===== src/rtl/serial_out_decoder_if.sv =====
// Serial ALU response line and decoded-response bundle for serial_out_decoder.
// The master drives sout and observes the decode; the slave is the decoder.
interface serial_out_decoder_if;
  logic        sout;
  logic        rsp_valid;
  logic        rsp_status;
  logic [31:0] rsp_c;
  logic [3:0]  rsp_flags;
  logic [2:0]  rsp_crc3;
  logic [5:0]  rsp_err_flags;
  logic        rsp_parity;
  logic        rsp_chk_ok;
  logic        frame_err;

  modport master (
    output sout,
    input  rsp_valid, rsp_status, rsp_c, rsp_flags, rsp_crc3,
    input  rsp_err_flags, rsp_parity, rsp_chk_ok, frame_err
  );

  modport slave (
    input  sout,
    output rsp_valid, rsp_status, rsp_c, rsp_flags, rsp_crc3,
    output rsp_err_flags, rsp_parity, rsp_chk_ok, frame_err
  );
endinterface


===== src/rtl/serial_out_decoder.sv =====
// Decodes 11-bit ALU serial packets into OK (4 data + ctl) or ERROR (ctl) responses.
// Define SERIAL_OUT_DECODER_CHK_EN to compute rsp_chk_ok (CRC3 / parity); otherwise it is tied 1.
module serial_out_decoder (
  input logic                 clk,
  input logic                 rst_n,
  serial_out_decoder_if.slave bus
);

  typedef enum logic [1:0] {StIdle, StType, StPayload, StStop} state_e;

  state_e      r_state, w_state_nxt;
  logic        r_type;
  logic [7:0]  r_shift;
  logic [2:0]  r_bit_cnt;
  logic [1:0]  r_data_cnt;
  logic        r_data_full;
  logic [31:0] r_c_acc;

  logic        r_rsp_valid, r_rsp_status, r_rsp_parity, r_frame_err;
  logic [31:0] r_rsp_c;
  logic [3:0]  r_rsp_flags;
  logic [2:0]  r_rsp_crc3;
  logic [5:0]  r_rsp_err_flags;

  logic w_pkt_done, w_is_data, w_is_ok, w_is_err;
  logic w_rsp_ok, w_rsp_err, w_frame_err, w_data_accept, w_clr_cnt;

  always_ff @(posedge clk or negedge rst_n) begin
    if (!rst_n) r_state <= StIdle;
    else        r_state <= w_state_nxt;
  end

  always_comb begin
    w_state_nxt = r_state;
    unique case (r_state)
      StIdle:    if (!bus.sout) w_state_nxt = StType;
      StType:    w_state_nxt = StPayload;
      StPayload: if (r_bit_cnt == 3'd7) w_state_nxt = StStop;
      StStop:    w_state_nxt = StIdle;
      default:   w_state_nxt = StIdle;
    endcase
  end

  // Packet-level decode, evaluated on the cycle that samples the stop bit.
  always_comb begin
    w_pkt_done    = (r_state == StStop);
    w_is_data     = w_pkt_done && bus.sout && !r_type;
    w_is_ok       = w_pkt_done && bus.sout && r_type && !r_shift[7];
    w_is_err      = w_pkt_done && bus.sout && r_type && r_shift[7];
    w_rsp_ok      = w_is_ok && r_data_full;
    w_rsp_err     = w_is_err && !r_data_full && (r_data_cnt == 2'd0);
    w_data_accept = w_is_data && !r_data_full;
    w_frame_err   = (w_pkt_done && !bus.sout) || (w_is_data && r_data_full) ||
                    (w_is_ok && !r_data_full) || (w_is_err && !w_rsp_err);
    w_clr_cnt     = w_frame_err || w_rsp_ok || w_rsp_err;
  end

  always_ff @(posedge clk or negedge rst_n) begin
    if (!rst_n) begin
      r_type      <= 1'b0;
      r_shift     <= '0;
      r_bit_cnt   <= '0;
      r_data_cnt  <= '0;
      r_data_full <= 1'b0;
      r_c_acc     <= '0;
    end else begin
      if (r_state == StType) begin
        r_type    <= bus.sout;
        r_bit_cnt <= '0;
      end
      if (r_state == StPayload) begin
        r_shift   <= {r_shift[6:0], bus.sout};
        r_bit_cnt <= r_bit_cnt + 3'd1;
      end
      if (w_clr_cnt) begin
        r_data_cnt  <= '0;
        r_data_full <= 1'b0;
      end else if (w_data_accept) begin
        r_c_acc    <= {r_c_acc[23:0], r_shift};
        r_data_cnt <= r_data_cnt + 2'd1;
        // Counter wraps to 0 on the 4th byte; the full flag distinguishes 4 from 0.
        if (r_data_cnt == 2'd3) r_data_full <= 1'b1;
      end
    end
  end

  always_ff @(posedge clk or negedge rst_n) begin
    if (!rst_n) begin
      r_rsp_valid     <= 1'b0;
      r_frame_err     <= 1'b0;
      r_rsp_status    <= 1'b0;
      r_rsp_c         <= '0;
      r_rsp_flags     <= '0;
      r_rsp_crc3      <= '0;
      r_rsp_err_flags <= '0;
      r_rsp_parity    <= 1'b0;
    end else begin
      r_rsp_valid <= w_rsp_ok || w_rsp_err;
      r_frame_err <= w_frame_err;
      if (w_rsp_ok) begin
        r_rsp_status    <= 1'b0;
        r_rsp_c         <= r_c_acc;
        r_rsp_flags     <= r_shift[6:3];
        r_rsp_crc3      <= r_shift[2:0];
        r_rsp_err_flags <= '0;
        r_rsp_parity    <= 1'b0;
      end else if (w_rsp_err) begin
        r_rsp_status    <= 1'b1;
        r_rsp_c         <= '0;
        r_rsp_flags     <= '0;
        r_rsp_crc3      <= '0;
        r_rsp_err_flags <= r_shift[6:1];
        r_rsp_parity    <= r_shift[0];
      end
    end
  end

`ifdef SERIAL_OUT_DECODER_CHK_EN
  logic r_rsp_chk_ok;

  // CRC3, poly x^3+x+1, init 0, MSB first.
  function automatic logic [2:0] crc3_calc(input logic [36:0] msg);
    logic [2:0] crc;
    logic       fb;
    crc = '0;
    for (int i = 36; i >= 0; i--) begin
      fb  = crc[2] ^ msg[i];
      crc = {crc[1], crc[0] ^ fb, fb};
    end
    return crc;
  endfunction

  always_ff @(posedge clk or negedge rst_n) begin
    if (!rst_n) begin
      r_rsp_chk_ok <= 1'b0;
    end else if (w_rsp_ok) begin
      r_rsp_chk_ok <= (crc3_calc({r_c_acc, 1'b0, r_shift[6:3]}) == r_shift[2:0]);
    end else if (w_rsp_err) begin
      r_rsp_chk_ok <= ~^r_shift;
    end
  end

  assign bus.rsp_chk_ok = r_rsp_chk_ok;
`else
  assign bus.rsp_chk_ok = 1'b1;
`endif

  assign bus.rsp_valid     = r_rsp_valid;
  assign bus.frame_err     = r_frame_err;
  assign bus.rsp_status    = r_rsp_status;
  assign bus.rsp_c         = r_rsp_c;
  assign bus.rsp_flags     = r_rsp_flags;
  assign bus.rsp_crc3      = r_rsp_crc3;
  assign bus.rsp_err_flags = r_rsp_err_flags;
  assign bus.rsp_parity    = r_rsp_parity;

endmodule


===== src/flat_wrapper.sv =====
// flat-port wrapper written by rule: the top's interface ports become plain ports
module serial_out_decoder_flat 
  (clk, rst_n, bus_sout, bus_rsp_valid, bus_rsp_status, bus_rsp_c, bus_rsp_flags, bus_rsp_crc3, bus_rsp_err_flags, bus_rsp_parity, bus_rsp_chk_ok, bus_frame_err);
  serial_out_decoder_if bus_i ();
  input logic clk;
  input logic rst_n;
  input wire logic [$bits(bus_i.sout)-1:0] bus_sout;
  output wire logic [$bits(bus_i.rsp_valid)-1:0] bus_rsp_valid;
  output wire logic [$bits(bus_i.rsp_status)-1:0] bus_rsp_status;
  output wire logic [$bits(bus_i.rsp_c)-1:0] bus_rsp_c;
  output wire logic [$bits(bus_i.rsp_flags)-1:0] bus_rsp_flags;
  output wire logic [$bits(bus_i.rsp_crc3)-1:0] bus_rsp_crc3;
  output wire logic [$bits(bus_i.rsp_err_flags)-1:0] bus_rsp_err_flags;
  output wire logic [$bits(bus_i.rsp_parity)-1:0] bus_rsp_parity;
  output wire logic [$bits(bus_i.rsp_chk_ok)-1:0] bus_rsp_chk_ok;
  output wire logic [$bits(bus_i.frame_err)-1:0] bus_frame_err;
  assign bus_i.sout = bus_sout;
  assign bus_rsp_valid = bus_i.rsp_valid;
  assign bus_rsp_status = bus_i.rsp_status;
  assign bus_rsp_c = bus_i.rsp_c;
  assign bus_rsp_flags = bus_i.rsp_flags;
  assign bus_rsp_crc3 = bus_i.rsp_crc3;
  assign bus_rsp_err_flags = bus_i.rsp_err_flags;
  assign bus_rsp_parity = bus_i.rsp_parity;
  assign bus_rsp_chk_ok = bus_i.rsp_chk_ok;
  assign bus_frame_err = bus_i.frame_err;
  serial_out_decoder u_core (.clk(clk), .rst_n(rst_n), .bus(bus_i));
endmodule

===== config.mk =====
export PLATFORM = sky130hd
export DESIGN_NAME = serial_out_decoder_flat
export DESIGN_NICKNAME = d
export VERILOG_FILES = /design/src/rtl/serial_out_decoder_if.sv /design/src/rtl/serial_out_decoder.sv /design/src/flat_wrapper.sv
export SDC_FILE = /design/constraint.sdc
export NUM_CORES = 1
export LEC_CHECK = 0
export CAP_MARGIN = 0
export CORE_MARGIN = 2
export CORE_UTILIZATION = 53
export CTS_CLUSTER_DIAMETER = 200
export DETAILED_ROUTE_END_ITERATION = 16
export PLACE_DENSITY = 0.84
export SETUP_SLACK_MARGIN = 0.1
export SLEW_MARGIN = 20
export SYNTH_ARGS = -nofsm -noshare
export SYNTH_HDL_FRONTEND = slang
export SYNTH_SLANG_ARGS = --single-unit

===== constraint.sdc =====
create_clock -name clk -period 2.05 [get_ports clk]
set_input_delay 0.3075 -clock clk [delete_from_list [all_inputs] [get_ports clk]]
set_output_delay 0.3075 -clock clk [all_outputs]
set_load 0.01 [all_outputs]

==> flow_summary.toml, run 1 <==
[routing]
drt-initial-drc-count = 118
totalWireLength_mm = 7.09
vias = 2245
postRouteAntennaNets = 0
drt-vias-per-instance = 5.42
drtPass1Iterations = 4
post-route-drc-count = 0
detail_route.wl_per_cell_um = 17.1

[layout]
num_antenna_cells = 0
register_area_um2 = 2450
commonest_non_fill_non_tap_cell_in_the_layout = "sky130_fd_sc_hd__dfrtp_1"
final_nets = 322
leading_cell_types_in_the_layout_fill_and_taps_excluded = "sky130_fd_sc_hd__dfrtp_1 (98), sky130_fd_sc_hd__clkdlybuf4s50_1 (50), sky130_fd_sc_hd__a22o_1 (46)"
fillers = 532
drive_above_1_share_pct = 21.9
layout-area-overhead-vs-synth_pct = 22.0
multiInputGateArea_um2 = 1310

[grt]
groute.usage.overall_pct = 19.1
grt_pass1_vias = 2314
grt_overflow = 0
grt_max_degree = 46
grt_first_pass_wirelength_mm = 12.2
antenna_found_initial = 0

[floorplan]
number_of_rows_in_the_core_area = 31
fp.dieArea_um2 = 8080
initial_utilization_pct = 54.2
core_area_um2 = 7210
pin_count = 53
floorplan_die_width_um = 89.9
die_height_um = 89.9

[status]
status = "complete, no violations"

[place]
dpl.hpwl_mm = 4.44
gp_routability_congestion = 0.743
port_buffers = 51
post-place-ws_ns = -0.0235

[timing]
hold_slack_ns = 0.487
slew_viol_final = 0
timing.max_slew.rel_slack_pct = 55.5
final.setup.tns_ns = 0
setup_violations = 0
report.final.hold_viol_count = 0
postLayoutSetupSlackWorst_ns = 0.262
setup_repair_after_global_routing_missed_its_margin = "false"
maxClockFrequency_mhz = 559
worst-slew-pin-transition_ns = 0.666
worst_clock_skew_ns = 0.0122
period_minus_slack_ns = 1.79
post-route-period-util_pct = 87.2

[logic_synthesis]
syn-num-nets = 265
post_synth_inst_count = 253
ys_warn_count = 0
yosysTopAreaCellShare_pct = 62.7
synth_top_cells_by_area = "sky130_fd_sc_hd__dfrtp_1 (63%), sky130_fd_sc_hd__mux2_4 (10%), sky130_fd_sc_hd__a22o_1 (10%), sky130_fd_sc_hd__ha_1 (2.9%), sky130_fd_sc_hd__mux2_2 (2.6%)"
ys_dominant_reg_cell = "sky130_fd_sc_hd__dfrtp_1"
synth_largest_area_cell = "sky130_fd_sc_hd__dfrtp_1"
number_of_flops_mapped_to_enable_cells_by_yosys = 0
yosys_register_bits = 98
mappedNetlistArea_um2 = 3910
syn_avg_cell_area_um2 = 15.5
async_sr_flop_fraction_pct = 100
synth-seq-area-share_pct = 62.7
yosys.cell_types.count = 31

[cts]
clk_latency_ns = 0.36
postCtsSetupBuffers = 0
cts_made_buffers = 9
path_clk_slew_ns = 0.09
cts_tree = "done"
cts.sink_count = 98
clockBufferDepth = 2
cts.htree.levels = 3
clock-root-buffer = "sky130_fd_sc_hd__clkbuf_8"

[pwr]
p_total_w = 0.00588
pwr_density_cell_nw_per_um2 = 1230
ir_worst_vdd_uv = 743
power.leakage_nw = 2.22

[critical_path]
crit_type = "flip-flop to flip-flop"
worstSetupStartpointType = "flip-flop"
cp.required_ns = 2.32
crit_arrival_ns = 2.05
timing.critical_path.to_type = "flip-flop"
worstPathMaxFanout = 24

[flow_run]
drv_cap = 0

[worst_hold_path]
worst_hold_path_type = "input pin to asynchronous set/reset pin"
cells in the mapped netlist (2+ instances only):
master	number
sky130_fd_sc_hd__a21oi_1	4
sky130_fd_sc_hd__a22o_1	46
sky130_fd_sc_hd__buf_2	4
sky130_fd_sc_hd__buf_4	2
sky130_fd_sc_hd__buf_6	8
sky130_fd_sc_hd__dfrtp_1	98
sky130_fd_sc_hd__ha_1	9
sky130_fd_sc_hd__inv_1	8
sky130_fd_sc_hd__mux2_1	5
sky130_fd_sc_hd__mux2_2	9
sky130_fd_sc_hd__mux2_4	27
sky130_fd_sc_hd__nand2_1	3
sky130_fd_sc_hd__nand2b_1	3
sky130_fd_sc_hd__nand3_1	4
sky130_fd_sc_hd__nor2_1	3
sky130_fd_sc_hd__o21ai_0	4
sky130_fd_sc_hd__o21ai_1	2
routing by layer:
metal	vias to the layer above	wire, um	GRT usage [%]	part of all wire (%)
met5	-	0	0	0
met4	0	122	7.44	1.7
met3	11	252	3.44	3.6
met2	53	3300	28.7	47
met1	1149	3410	27.9	48
li1	1032	-	-	-
flip-flops by register name, indices dropped and copies added, names as in the netlist, 2 cells and up:
signal and cells:
u_core.r_shift 8, u_core.r_data_cnt 2, u_core.bus.rsp_c 32, u_core.r_bit_cnt 3, u_core.r_state 2, u_core.bus.rsp_err_flags 6
u_core.bus.rsp_crc3 3, u_core.r_c_acc 32, u_core.bus.rsp_flags 4
logic make-up after synthesis:
logic type	after synthesis	share of synthesized area, %
buf+inv	25	4.25
flops	98	62.7
fa+ha+maj	9	2.88
compound gates	61	13.0
mux	41	14.4
simple gates	18	2.72
other cells	1	0.0959
worst max-delay path, cell delays in order, from the launching register on:
cell and delay, ns:
sky130_fd_sc_hd__dfrtp_1 0.36, sky130_fd_sc_hd__inv_1 0.07, sky130_fd_sc_hd__ha_1 0.21, sky130_fd_sc_hd__and3b_1 0.26, sky130_fd_sc_hd__o21bai_4 0.57, sky130_fd_sc_hd__buf_4 0.22, sky130_fd_sc_hd__inv_2 0.02
stage by stage:
stage / cell area, um^2 / util [%] / cells
finish: 4770 / 66.1 / 414
global route: 4770 / 66.1 / 414
CTS: 4770 / 66.1 / 414
detailed placement: 4520 / 62.6 / 396
global placement: 4520 / 62.6 / 396
floorplan: 3910 / - / 253
final cells by class:
class	instances	area share [%]
Clock buffer	10	2.88
Multi-Input combinational cell	131	27.5
Inverter	9	0.708
Tap cell	99	2.60
Timing Repair Buffer	61	13.1
Sequential cell	98	51.4
Clock inverter	6	1.84
report_power, final:
| part | internal, W | switching [W] | leakage, nW |
|---|---|---|---|
| Sequential | 0.00246 | 0.000466 | 1.30 |
| Clock | 0.000723 | 0.000652 | 0.117 |
| Combinational | 0.000967 | 0.000614 | 0.803 |
| Total | 0.00415 | 0.00173 | 2.22 |
repair_timing:
item / in CTS / in global routing
setup endpoints to repair: 47 / 0
hold endpoints to repair: 43 / 0
resized for setup: 1 / 0
hold buffers: 1 / 0
worst paths after layout:
check	endpoint	slack [ns]	cells past startpoint	start
min in group clk	u_core.bus.rsp_c[27]	0.51	1	u_core.r_c_acc[27]
hold / removal	u_core.bus.rsp_c[24]	0.49	2	rst_n
hold reg to reg	u_core.bus.rsp_c[27]	0.51	1	u_core.r_c_acc[27]
max in group asynchronous	u_core.bus.rsp_c[17]	0.95	3	rst_n
setup reg to reg	u_core.bus.rsp_valid	0.26	6	u_core.r_data_cnt[0]
setup / recovery	u_core.bus.rsp_valid	0.26	6	u_core.r_data_cnt[0]
(Power assumes the default switching activity.)
==> inputs of run 2 (changes only) <==
Settings changed: HOLD_SLACK_MARGIN set to 0.05.
==> results of run 2 <==
Final layout, timing and power as in run 1 (identical DEF).
